$ cat config.mk
export PLATFORM = sky130hd
export DESIGN_NAME = multiplier_4_bit
export DESIGN_NICKNAME = d
export VERILOG_FILES = /design/src/rtl/multiplier_4_bit_pkg.sv /design/src/rtl/mult_shift_add_dp.sv /design/src/rtl/multiplier_4_bit.sv
export SDC_FILE = /design/constraint.sdc
export NUM_CORES = 1
export LEC_CHECK = 0
export ABC_CLOCK_PERIOD_IN_PS = 3200
export CAP_MARGIN = 30
export CELL_PAD_IN_SITES_DETAIL_PLACEMENT = 1
export CELL_PAD_IN_SITES_GLOBAL_PLACEMENT = 1
export CORE_AREA = 2 2 70 66
export DETAILED_ROUTE_END_ITERATION = 10
export DIE_AREA = 0 0 72 68
export PLACE_DENSITY_LB_ADDON = 0.05
export RECOVER_POWER = 50
export SLEW_MARGIN = 15
export SYNTH_ARGS = -nofsm -noshare
export SYNTH_HDL_FRONTEND = slang
export SYNTH_SLANG_ARGS = --single-unit
$ cat constraint.sdc
create_clock -name clk -period 3.2 [get_ports clk]
set_input_delay 0.32 -clock clk [delete_from_list [all_inputs] [get_ports clk]]
set_output_delay 0.32 -clock clk [all_outputs]
set_load 0.03 [all_outputs]
$ cat src/rtl/multiplier_4_bit_pkg.sv
// Shared definitions for the shift-and-add multiplier: operand width,
// controller state encoding and a counter-width helper.
package multiplier_4_bit_pkg;

    // Default operand width; the product is twice this wide.
    localparam int WIDTH = 4;

    // Controller states.
    typedef enum logic [1:0] {
        IDLE = 2'd0,
        RUN  = 2'd1,
        DONE = 2'd2
    } state_t;

    // Bits needed to count iterations 0 .. w-1 (at least one bit).
    function automatic int cnt_width(input int w);
        return (w > 1) ? $clog2(w) : 1;
    endfunction

endpackage

$ cat src/rtl/mult_shift_add_dp.sv
// Shift-and-add datapath: operand registers, accumulator, iteration
// counter and the conditional adder. Sequenced by the controller through
// load_i (capture operands, clear accumulator/counter) and step_i (one
// partial-product iteration).
module mult_shift_add_dp
    import multiplier_4_bit_pkg::*;
#(
    parameter int WIDTH = multiplier_4_bit_pkg::WIDTH
) (
    input  logic                 clk,
    input  logic                 rst,
    input  logic                 load_i,
    input  logic                 step_i,
    input  logic [WIDTH-1:0]     a_i,
    input  logic [WIDTH-1:0]     b_i,
    output logic [2*WIDTH-1:0]   acc_next_o,
    output logic                 last_o
);

    localparam int CNT_W = cnt_width(WIDTH);

    logic [WIDTH-1:0]   a_q, a_d;
    logic [WIDTH-1:0]   b_q, b_d;
    logic [2*WIDTH-1:0] acc_q, acc_d;
    logic [CNT_W-1:0]   cnt_q, cnt_d;

    logic [2*WIDTH-1:0] a_ext;
    logic [2*WIDTH-1:0] addend;
    logic [2*WIDTH-1:0] sum;
    logic               last;

    // Partial product for the current iteration and the next-state of every register.
    always_comb begin
        a_ext  = {{WIDTH{1'b0}}, a_q};
        addend = b_q[cnt_q] ? (a_ext << cnt_q) : '0;
        sum    = acc_q + addend;
        last   = (cnt_q == CNT_W'(WIDTH - 1));

        a_d   = a_q;
        b_d   = b_q;
        acc_d = acc_q;
        cnt_d = cnt_q;

        if (load_i) begin
            a_d   = a_i;
            b_d   = b_i;
            acc_d = '0;
            cnt_d = '0;
        end else if (step_i) begin
            acc_d = sum;
            cnt_d = last ? '0 : cnt_q + CNT_W'(1);
        end
    end

    assign acc_next_o = sum;
    assign last_o     = last;

    // Datapath registers with synchronous reset.
    always_ff @(posedge clk) begin
        if (rst) begin
            a_q   <= '0;
            b_q   <= '0;
            acc_q <= '0;
            cnt_q <= '0;
        end else begin
            a_q   <= a_d;
            b_q   <= b_d;
            acc_q <= acc_d;
            cnt_q <= cnt_d;
        end
    end

endmodule

$ cat src/rtl/multiplier_4_bit.sv
// Sequential unsigned multiplier: IDLE/RUN/DONE controller, output
// registers and the shift-and-add datapath instance.
//
// Handshake: start is sampled only in IDLE; an accepted start captures a
// and b on that edge and raises busy from the next cycle. busy stays high
// through RUN (WIDTH cycles) and DONE (one cycle). done is a single-cycle
// pulse during DONE, in which product first shows the new result. start
// seen while busy is dropped, not queued. product holds until the next
// completion and is cleared by reset.
module multiplier_4_bit
    import multiplier_4_bit_pkg::*;
#(
    parameter int WIDTH = multiplier_4_bit_pkg::WIDTH
) (
    input  logic                 clk,
    input  logic                 rst,
    input  logic                 start,
    input  logic [WIDTH-1:0]     a,
    input  logic [WIDTH-1:0]     b,
    output logic                 busy,
    output logic                 done,
    output logic [2*WIDTH-1:0]   product,
    output state_t               dbg_state
);

    state_t             state_q, state_d;
    logic               busy_q, done_q;
    logic [2*WIDTH-1:0] product_q, product_d;

    logic               dp_load;
    logic               dp_step;
    logic [2*WIDTH-1:0] acc_next;
    logic               dp_last;

    mult_shift_add_dp #(
        .WIDTH (WIDTH)
    ) u_dp (
        .clk        (clk),
        .rst        (rst),
        .load_i     (dp_load),
        .step_i     (dp_step),
        .a_i        (a),
        .b_i        (b),
        .acc_next_o (acc_next),
        .last_o     (dp_last)
    );

    // Next-state, datapath control and product update.
    always_comb begin
        state_d   = state_q;
        dp_load   = 1'b0;
        dp_step   = 1'b0;
        product_d = product_q;

        case (state_q)
            IDLE: begin
                if (start) begin
                    dp_load = 1'b1;
                    state_d = RUN;
                end
            end
            RUN: begin
                dp_step = 1'b1;
                if (dp_last) begin
                    product_d = acc_next;
                    state_d   = DONE;
                end
            end
            DONE: begin
                state_d = IDLE;
            end
            default: begin
                state_d = IDLE;
            end
        endcase
    end

    // State and output registers; busy/done are registered from the next state.
    always_ff @(posedge clk) begin
        if (rst) begin
            state_q   <= IDLE;
            busy_q    <= 1'b0;
            done_q    <= 1'b0;
            product_q <= '0;
        end else begin
            state_q   <= state_d;
            busy_q    <= (state_d != IDLE);
            done_q    <= (state_d == DONE);
            product_q <= product_d;
        end
    end

    assign busy      = busy_q;
    assign done      = done_q;
    assign product   = product_q;
    assign dbg_state = state_q;

endmodule

Yosys cells after proc, flatten, opt, wreduce, memory -nomap -nowiden

Index checks and enable logic that the tools add are counted.

Register bits after elaboration: 30
Word-level logic and storage cells: 29
Output and inout bits: 12
Input bits: 11

Reduce and logical (&&, ||, !) cells: 4
Equality and inequality tests: 3
Shift-type cells: 1
Multiplexer cells: 10
Add/sub/neg operators: 2
Order comparisons: 1

Operators with widths:

| cell                                                        | count |
|---|---|
| adder 8 bit                                                 | 1 |
| 2-to-1 mux 8 bit                                            | 1 |
| left shift 4 x 2 -> 8 bit                                   | 1 |
| 2-to-1 mux 2 bit                                            | 3 |
| equality test 2 bit (second input constant)                 | 2 |
| 2-to-1 mux 1 bit                                            | 4 |
| one-hot mux 2 bit (2 select lines)                          | 1 |
| less-than comparator 2 x 3 -> 1 bit (second input constant) | 1 |
| adder 2 x 1 -> 2 bit (second input constant)                | 1 |
| binary-select mux 1 bit (select 2 bit)                      | 1 |
| equality test 2 x 1 -> 1 bit (second input constant)        | 1 |
| zero test 2 bit                                             | 1 |
| AND reduction 2 bit                                         | 1 |
| nonzero test 2 bit                                          | 1 |
| OR reduction 2 bit                                          | 1 |

Logic depth before layout (Yosys ltp)

Gate-level depths: netlist of the first run.

Word-level depth: 4
Mapped depth: 10
Mapped depth without buffers: 9

Hierarchy

From an unflattened synthesis of the first run, not the netlist that was laid out.

Cell total of the unflattened synthesis: 182
Area total of the unflattened synthesis: 1,735.4 um2

By module, submodules not included:

| module            | area an instance (um2) | cells each | instances | seq. area each (um2) |
|---|---|---|---|---|
| mult_shift_add_dp | 1,231.2                | 132        | 1         | 360.3 |
| multiplier_4_bit  | 504.2                  | 50         | 1         | 240.2 |

Worst setup path before layout of the first run

OpenSTA, ideal clock, no wires.

Kind: register to register
Start point: register u_dp.cnt_q[0]
End point: register product_q[6], in the netlist product[6]
Path slack: 0.844 ns
Data required time: 3.068 ns
Path buffers: 1
Cell stages (with the launch flop): 9
Setup time: 0.132 ns
Period minus slack after synthesis: 2.356 ns
Data arrival time: 2.225 ns
Cell sequence: dfxtp_1 > buf_2 > mux2_2 > o211a_1 > ha_1 > nor2b_1 > o311a_1 > a211oi_1 > o31ai_1

Word-level cells in the longest chain between the ends: 4
Elaborated cells on any way between the ends: 7
Those cells by class: 1 x add/sub; 1 x eq/ne; 1 x shift; 3 x mux; 1 x reduce/logical

Ends and longest elaborated chain:

| element                                | RTL line                | RTL |
|---|---|---|
| start: declaration                     | mult_shift_add_dp.sv:25 | `logic [CNT_W-1:0] cnt_q, cnt_d;` |
| start signal: assignment               | mult_shift_add_dp.sv:69 | `cnt_q <= cnt_d;` |
| binary-select mux 1 bit (select 2 bit) | mult_shift_add_dp.sv:35 | `addend = b_q[cnt_q] ? (a_ext << cnt_q) : '0;` |
| 2-to-1 mux 1 bit (implied by the code) | mult_shift_add_dp.sv:35 |  |
| 2-to-1 mux 8 bit                       | mult_shift_add_dp.sv:35 |  |
| adder 8 bit                            | mult_shift_add_dp.sv:36 | `sum = acc_q + addend;` |
| end signal: assignment                 | multiplier_4_bit.sv:89  | `product_q <= product_d;` |
| end: declaration                       | multiplier_4_bit.sv:28  | `logic [2*WIDTH-1:0] product_q, product_d;` |

Parallel ways exist; a longest one is shown, timed or not. The select of a mux whose other input is x is not followed.
A chain may end at the register's enable or synchronous reset.

Worst setup path after layout of the first run

Start point: register u_dp.cnt_q[0]
End point: register product_q[7], in the netlist product[7]

The elaborated chain is that of the path after synthesis.

==> results of run 1 <==
-- sequential cells by signal, summed over array words and instances (netlist names) --
signal / flops
u_dp.acc_q: 8
done: 1
dbg_state: 2
u_dp.a_q: 4
u_dp.b_q: 4
u_dp.cnt_q: 2
product: 8
busy: 1
-- how the worst max path moves through the flow --
stage,from,end,cells after the start
final,u_dp.cnt_q[0],product[7],7
after global routing,u_dp.cnt_q[0],product[7],7
after CTS,u_dp.cnt_q[0],product[7],7
after detailed placement,u_dp.cnt_q[0],product[7],7
after global placement,u_dp.cnt_q[0],u_dp.acc_q[6],7
after floorplan,u_dp.cnt_q[0],product[6],8
-- worst max-delay path: cells and delay by family, from the launching register on --
family	cells	cell delay, ps
AOI/OAI and AO/OA	3	850
adders and majority gates	1	250
DFF	1	590
muxes	1	590
and+or+nand+nor	2	340
-- cells by family after synthesis --
group           after synthesis  share of synthesized area (%)
flops                        30                           37.4
fa+ha+maj                     9                           7.49
simple gates                 88                           25.7
buf+inv                      15                           4.06
mux                           3                           3.51
compound gates               50                           21.3
xor+xnor                      1                          0.546
-- power groups by stage --
stage / sequential [W] / clock [W] / combinational (W)
after detailed placement: 0.000404 / 0 / 0.0000820
after global routing: 0.000397 / 0.000344 / 0.0000889
after floorplan: 0.000403 / 0 / 0.0000467
after global placement: 0.000403 / 0 / 0.0000788
after CTS: 0.000396 / 0.000325 / 0.0000822
final: 0.000396 / 0.000317 / 0.0000808
-- per-layer routing --
metal | part of all wire [%] | global-route usage (%)
met5 | 0 | 0
met4 | 2.1 | 9.20
met2 | 46 | 31.0
met3 | 4.3 | 4.86
met1 | 48 | 24.6
-- area by class of cell --
type	count	area (µm²)	share of cell area [%]
clock buffer	7	86.3	4.40
inverter	6	22.5	1.15
clock inverter	1	5.00	0.255
multi-input combinational	151	938	47.8
sequential	30	601	30.6
timing repair buffer	26	246	12.6
tap	50	62.6	3.19
-- cells in the mapped netlist --
master     count  area (µm²)
a2111oi_0      1        8.76
a211o_1        2        17.5
a211oi_1       2        15.0
a211oi_2       2        25.0
a21boi_1       1        7.51
a21o_1         2        15.0
a21oi_1       20         100
a221o_1        1        10.0
and2_1         4        25.0
buf_2          1        5.00
buf_4          2        15.0
clkbuf_1       6        22.5
dfxtp_1       30         601
fa_1           1        20.0
ha_1           8         100
inv_1          6        22.5
mux2_2         1        11.3
mux4_2         2        45.0
nand2_1       40         150
nand2b_1       1        6.26
nand3_1       11        55.1
nand3b_1       2        15.0
nand4b_1       2        17.5
nor2_1        15        56.3
nor2b_1        3        18.8
nor3_1         4        20.0
nor3b_1        2        15.0
nor4b_1        1        8.76
o2111ai_1      2        17.5
o211a_1        1        10.0
o211ai_1       3        22.5
o21a_1         3        22.5
o21a_2         1        8.76
o21ai_0        4        20.0
o311a_1        1        10.0
o311ai_0       1        8.76
o31ai_1        3        22.5
or2_2          1        6.26
or4_1          1        7.51
or4b_1         1        10.0
xnor2_1        1        8.76
-- stage by stage --
stage               std cells  util [%]
finish                    271      46.4
global route              271      46.4
CTS                       271      46.5
floorplan                 196         -
detailed placement        263      44.3
global placement          263      44.3
-- cells in the final DEF (no fill, tap or decap), types with 2 or more instances in the layout --
master / instances
nand4b_1: 2
buf_4: 3
a21o_1: 2
a211o_1: 2
a211oi_2: 2
nand3b_1: 2
nor3b_1: 2
o21a_1: 3
mux4_2: 2
dfxtp_1: 30
ha_1: 8
inv_1: 6
clkdlybuf4s50_1: 14
and2_1: 4
clkbuf_1: 2
a21oi_1: 20
o31ai_1: 3
nand2_1: 40
nor3_1: 4
nor2_1: 15
nand3_1: 11
nor2b_1: 3
clkbuf_8: 6
o21ai_0: 4
dlygate4sd3_1: 8
o2111ai_1: 2
a211oi_1: 2
o211ai_1: 3
==> metrics.txt, run 1 <==
sequential power share 49.8%; critical path data arrival time 2920 ps; RSZ-0062 raised after global routing false; root buf cell clkbuf_8; reg2reg setup slack 450 ps; Worst Hold Depth 2; Total Power 0.000794 W; WL final 4420 µm; routed via count 1513; largest net degree at the start of global routing 15; Synth Area per Inst 8.18 µm²; Design Area, Final 0.00196 mm²; Fin. Hold Viols 0; RR Startpoint u_dp.cnt_q[0]; Initial Util 37.9%; vias in the first global route 1447; H-tree levels 2; Power Density 405 mW/mm²; setup ws final 448 ps; unique cell type count in the Yosys netlist 41; Die ar. 0.00490 mm²; Hold Path Sink product[2]; port buffer count 22; Final HPWL DP 3300 µm; crit-path cells mux4_2 -> and2_1 -> ha_1 -> a2111oi_0 -> a21boi_1 -> nand4b_1 -> o211ai_1; CTS tree done; min cycle time layout 2750 ps; Via density 5.58; DRT iter0 DRCs 34; layout cells sized above 1 7.69%; min-delay src product[2]; clk_lat worst skew 280 ps; Slew headroom 56.3%; antenna violations before repair 0; Routed Antenna Nets 0; max-capacitance violation count 0; Psw 0.000203 W; Antenna Cells 0; measured slew at the worst slew-check pin 655 ps; Post-Place Cell Area 0.00187 mm²; Combinational Power Share 10.2%; setup fix buffers added after clock tree synthesis 0; switching part of the total 25.6%; Pint 0.000591 W; Layout Skew 5.14 ps; Yosys reg bits 30; Worst path slowest cell dfxtp_1; final slew viol count 0; VDD IR max 0.262 mV; DR DRC count 0; status finished clean; # setup viols final 0; period utilisation layout 86.0%; Setup Crit Path Kind reg2reg; Clock Path Buffers 2; Clock transition at path regs 60 ps; FF-to-FF path depth 7; Layout area overhead 22.3%; # hold bufs at CTS 0; post-CTS resize count 0; CP max stage delay 590 ps; fillers 511; pre-CTS setup slack 447 ps; GR Overflow Total 0; WL/cell 16.3 µm; core area 0.00423 mm²; nets 240; Overall Global Routing Usage 19.4%; Mapped Area 0.00160 mm²; Critical R2R Capture product[7]; die height 68 µm; worst hold slack 457 ps; first-pass GRT wire length 7100 µm; FMAX 363 MHz; Crit path required time 3370 ps; Pre-antenna DRT Iters 4; Mapped Cells 196; routability-driven placement congestion ratio 0.906; sequential share of the synthesized area 37.4%; Rows 23; Worst Hold Class reg2reg; Boundary Pins 23; crit path launch type flip-flop; Die Wd 72 µm; CTS Buf Count 5; Clk pwr share 40.0%; Yosys warning count 0; CP max FO 13; clock tree sinks 30; Synth Net Count 216; leak pwr 0.794 nW; final setup TNS 0 ps; endpoint class of the critical path flip-flop
Power figures use the tool's default switching activity.
==> inputs of run 2 (changes only) <==
Settings changed: CTS_CLUSTER_SIZE set to 20, MAX_ROUTING_LAYER set to met4.
==> metrics.txt, run 2 (synthesis gave the netlist of run 1 again) <==
Worst Hold Class reg2reg; crit-path cells mux4_2 -> and2_1 -> ha_1 -> a2111oi_0 -> a21boi_1 -> nand4b_1 -> o211ai_1; critical path data arrival time 2930 ps; port buffer count 22; clock tree sinks 30; commonest non-fill, non-tap cells in the layout 40 x nand2_1, 30 x dfxtp_1, 20 x a21oi_1; Post-Place Cell Area 0.00187 mm²; H-tree levels 2; Overall Global Routing Usage 20.0%; # setup viols final 0; routed via count 1517; GR Overflow Total 0; Layout Utilization 46.4%; Routed Antenna Nets 0; Crit path required time 3360 ps; Die Wd 72 µm; final setup TNS 0 ps; RR Startpoint u_dp.cnt_q[0]; RSZ-0062 raised after global routing false; final slew viol count 0; status finished clean; DRT iter0 DRCs 37; CP max stage delay 590 ps; most common cell after layout, fill and taps aside nand2_1; endpoint class of the critical path flip-flop; Design Area, Final 0.00196 mm²; nets 240; WL/cell 16.3 µm; clk_lat worst skew 280 ps; Critical R2R Capture product[7]; Highest Signal Layer met4; Clk pwr share 40.0%; Worst Setup EP product[7]; CTS Buf Count 5; WL final 4400 µm; setup fix buffers added after clock tree synthesis 0; Boundary Pins 23; Slew headroom 56.4%; crit path launch type flip-flop; min cycle time layout 2760 ps; Power Density 404 mW/mm²; # hold bufs at CTS 0; Psw 0.000202 W; CP max FO 13; DR DRC count 0; DR WL met3 186 µm; vias in the first global route 1453; antenna violations before repair 0; FMAX 362 MHz; Combinational Power Share 10.2%; Antenna Cells 0; Rows 23; pre-CTS setup slack 447 ps; met2 routed WL 2000 µm; leak pwr 0.794 nW; Worst path slowest cell dfxtp_1; CTS tree done; Initial Util 37.9%; root buf cell clkbuf_8; first-pass GRT wire length 7120 µm; core area 0.00423 mm²; CP startpoint u_dp.cnt_q[0]; VDD IR max 0.262 mV; layout cells sized above 1 7.69%; switching part of the total 25.5%; Clock transition at path regs 70 ps; Met1 Routed Length 2120 µm; reg2reg setup slack 440 ps; post-CTS resize count 0; worst hold slack 459 ps; measured slew at the worst slew-check pin 653 ps; sequential power share 49.9%; Via density 5.60; Final HPWL DP 3300 µm; period utilisation layout 86.4%; Pre-antenna DRT Iters 4; die height 68 µm; Layout area overhead 22.3%; Fin. Hold Viols 0; largest net degree at the start of global routing 15; FF-to-FF path depth 7; max-capacitance violation count 0; Setup Crit Path Kind reg2reg; Die ar. 0.00490 mm²; Clock Path Buffers 2; routability-driven placement congestion ratio 0.922; setup ws final 437 ps; Layout Skew 5.33 ps; Pint 0.000591 W
run 2: final cells by class:
type	instances	area [µm²]
multi-input cells	151	938
well taps	50	62.6
flip-flops and latches	30	601
clock inverters	1	5.00
repair buffers	26	246
clock buffers	7	86.3
fillers	511	2270
inverters	6	22.5
run 2: power by group through the flow:
stage,registers [W],logic (W),clock network (W)
final,0.000396,0.0000805,0.000317
after global routing,0.000397,0.0000889,0.000344
after CTS,0.000396,0.0000822,0.000325
after detailed placement,0.000404,0.0000820,0
after global placement,0.000403,0.0000788,0
after floorplan,0.000403,0.0000467,0
run 2: worst min-delay path by stage:
stage | startpoint | end | cells past startpoint
2_1_floorplan | u_dp.acc_q[0] | u_dp.acc_q[0] | 2
3_3_place_gp | product[4] | product[4] | 2
3_5_place_dp | product[2] | product[2] | 2
4_1_cts | product[2] | product[2] | 2
5_1_grt | product[2] | product[2] | 2
6_report | product[2] | product[2] | 2
run 2: per-stage QoR:
step,power [W],cells
floorplan,0.000450,196
global placement,0.000482,263
detailed placement,0.000486,263
CTS,0.000802,271
global route,0.000830,271
finish,0.000793,271
run 2: per-layer routing:
layer  up-vias  track usage, %
li1        743               -
met1       732            24.7
met2        31            31.0
met3        11            4.86
met4         0            9.20
met5         -               -
run 2: worst max-delay path: cells and delay by family, from the launching register on:
family          cells  cell delay, ps
compound gates      3             870
fa+ha+maj           1             250
flops               1             590
mux                 1             590
simple gates        2             340
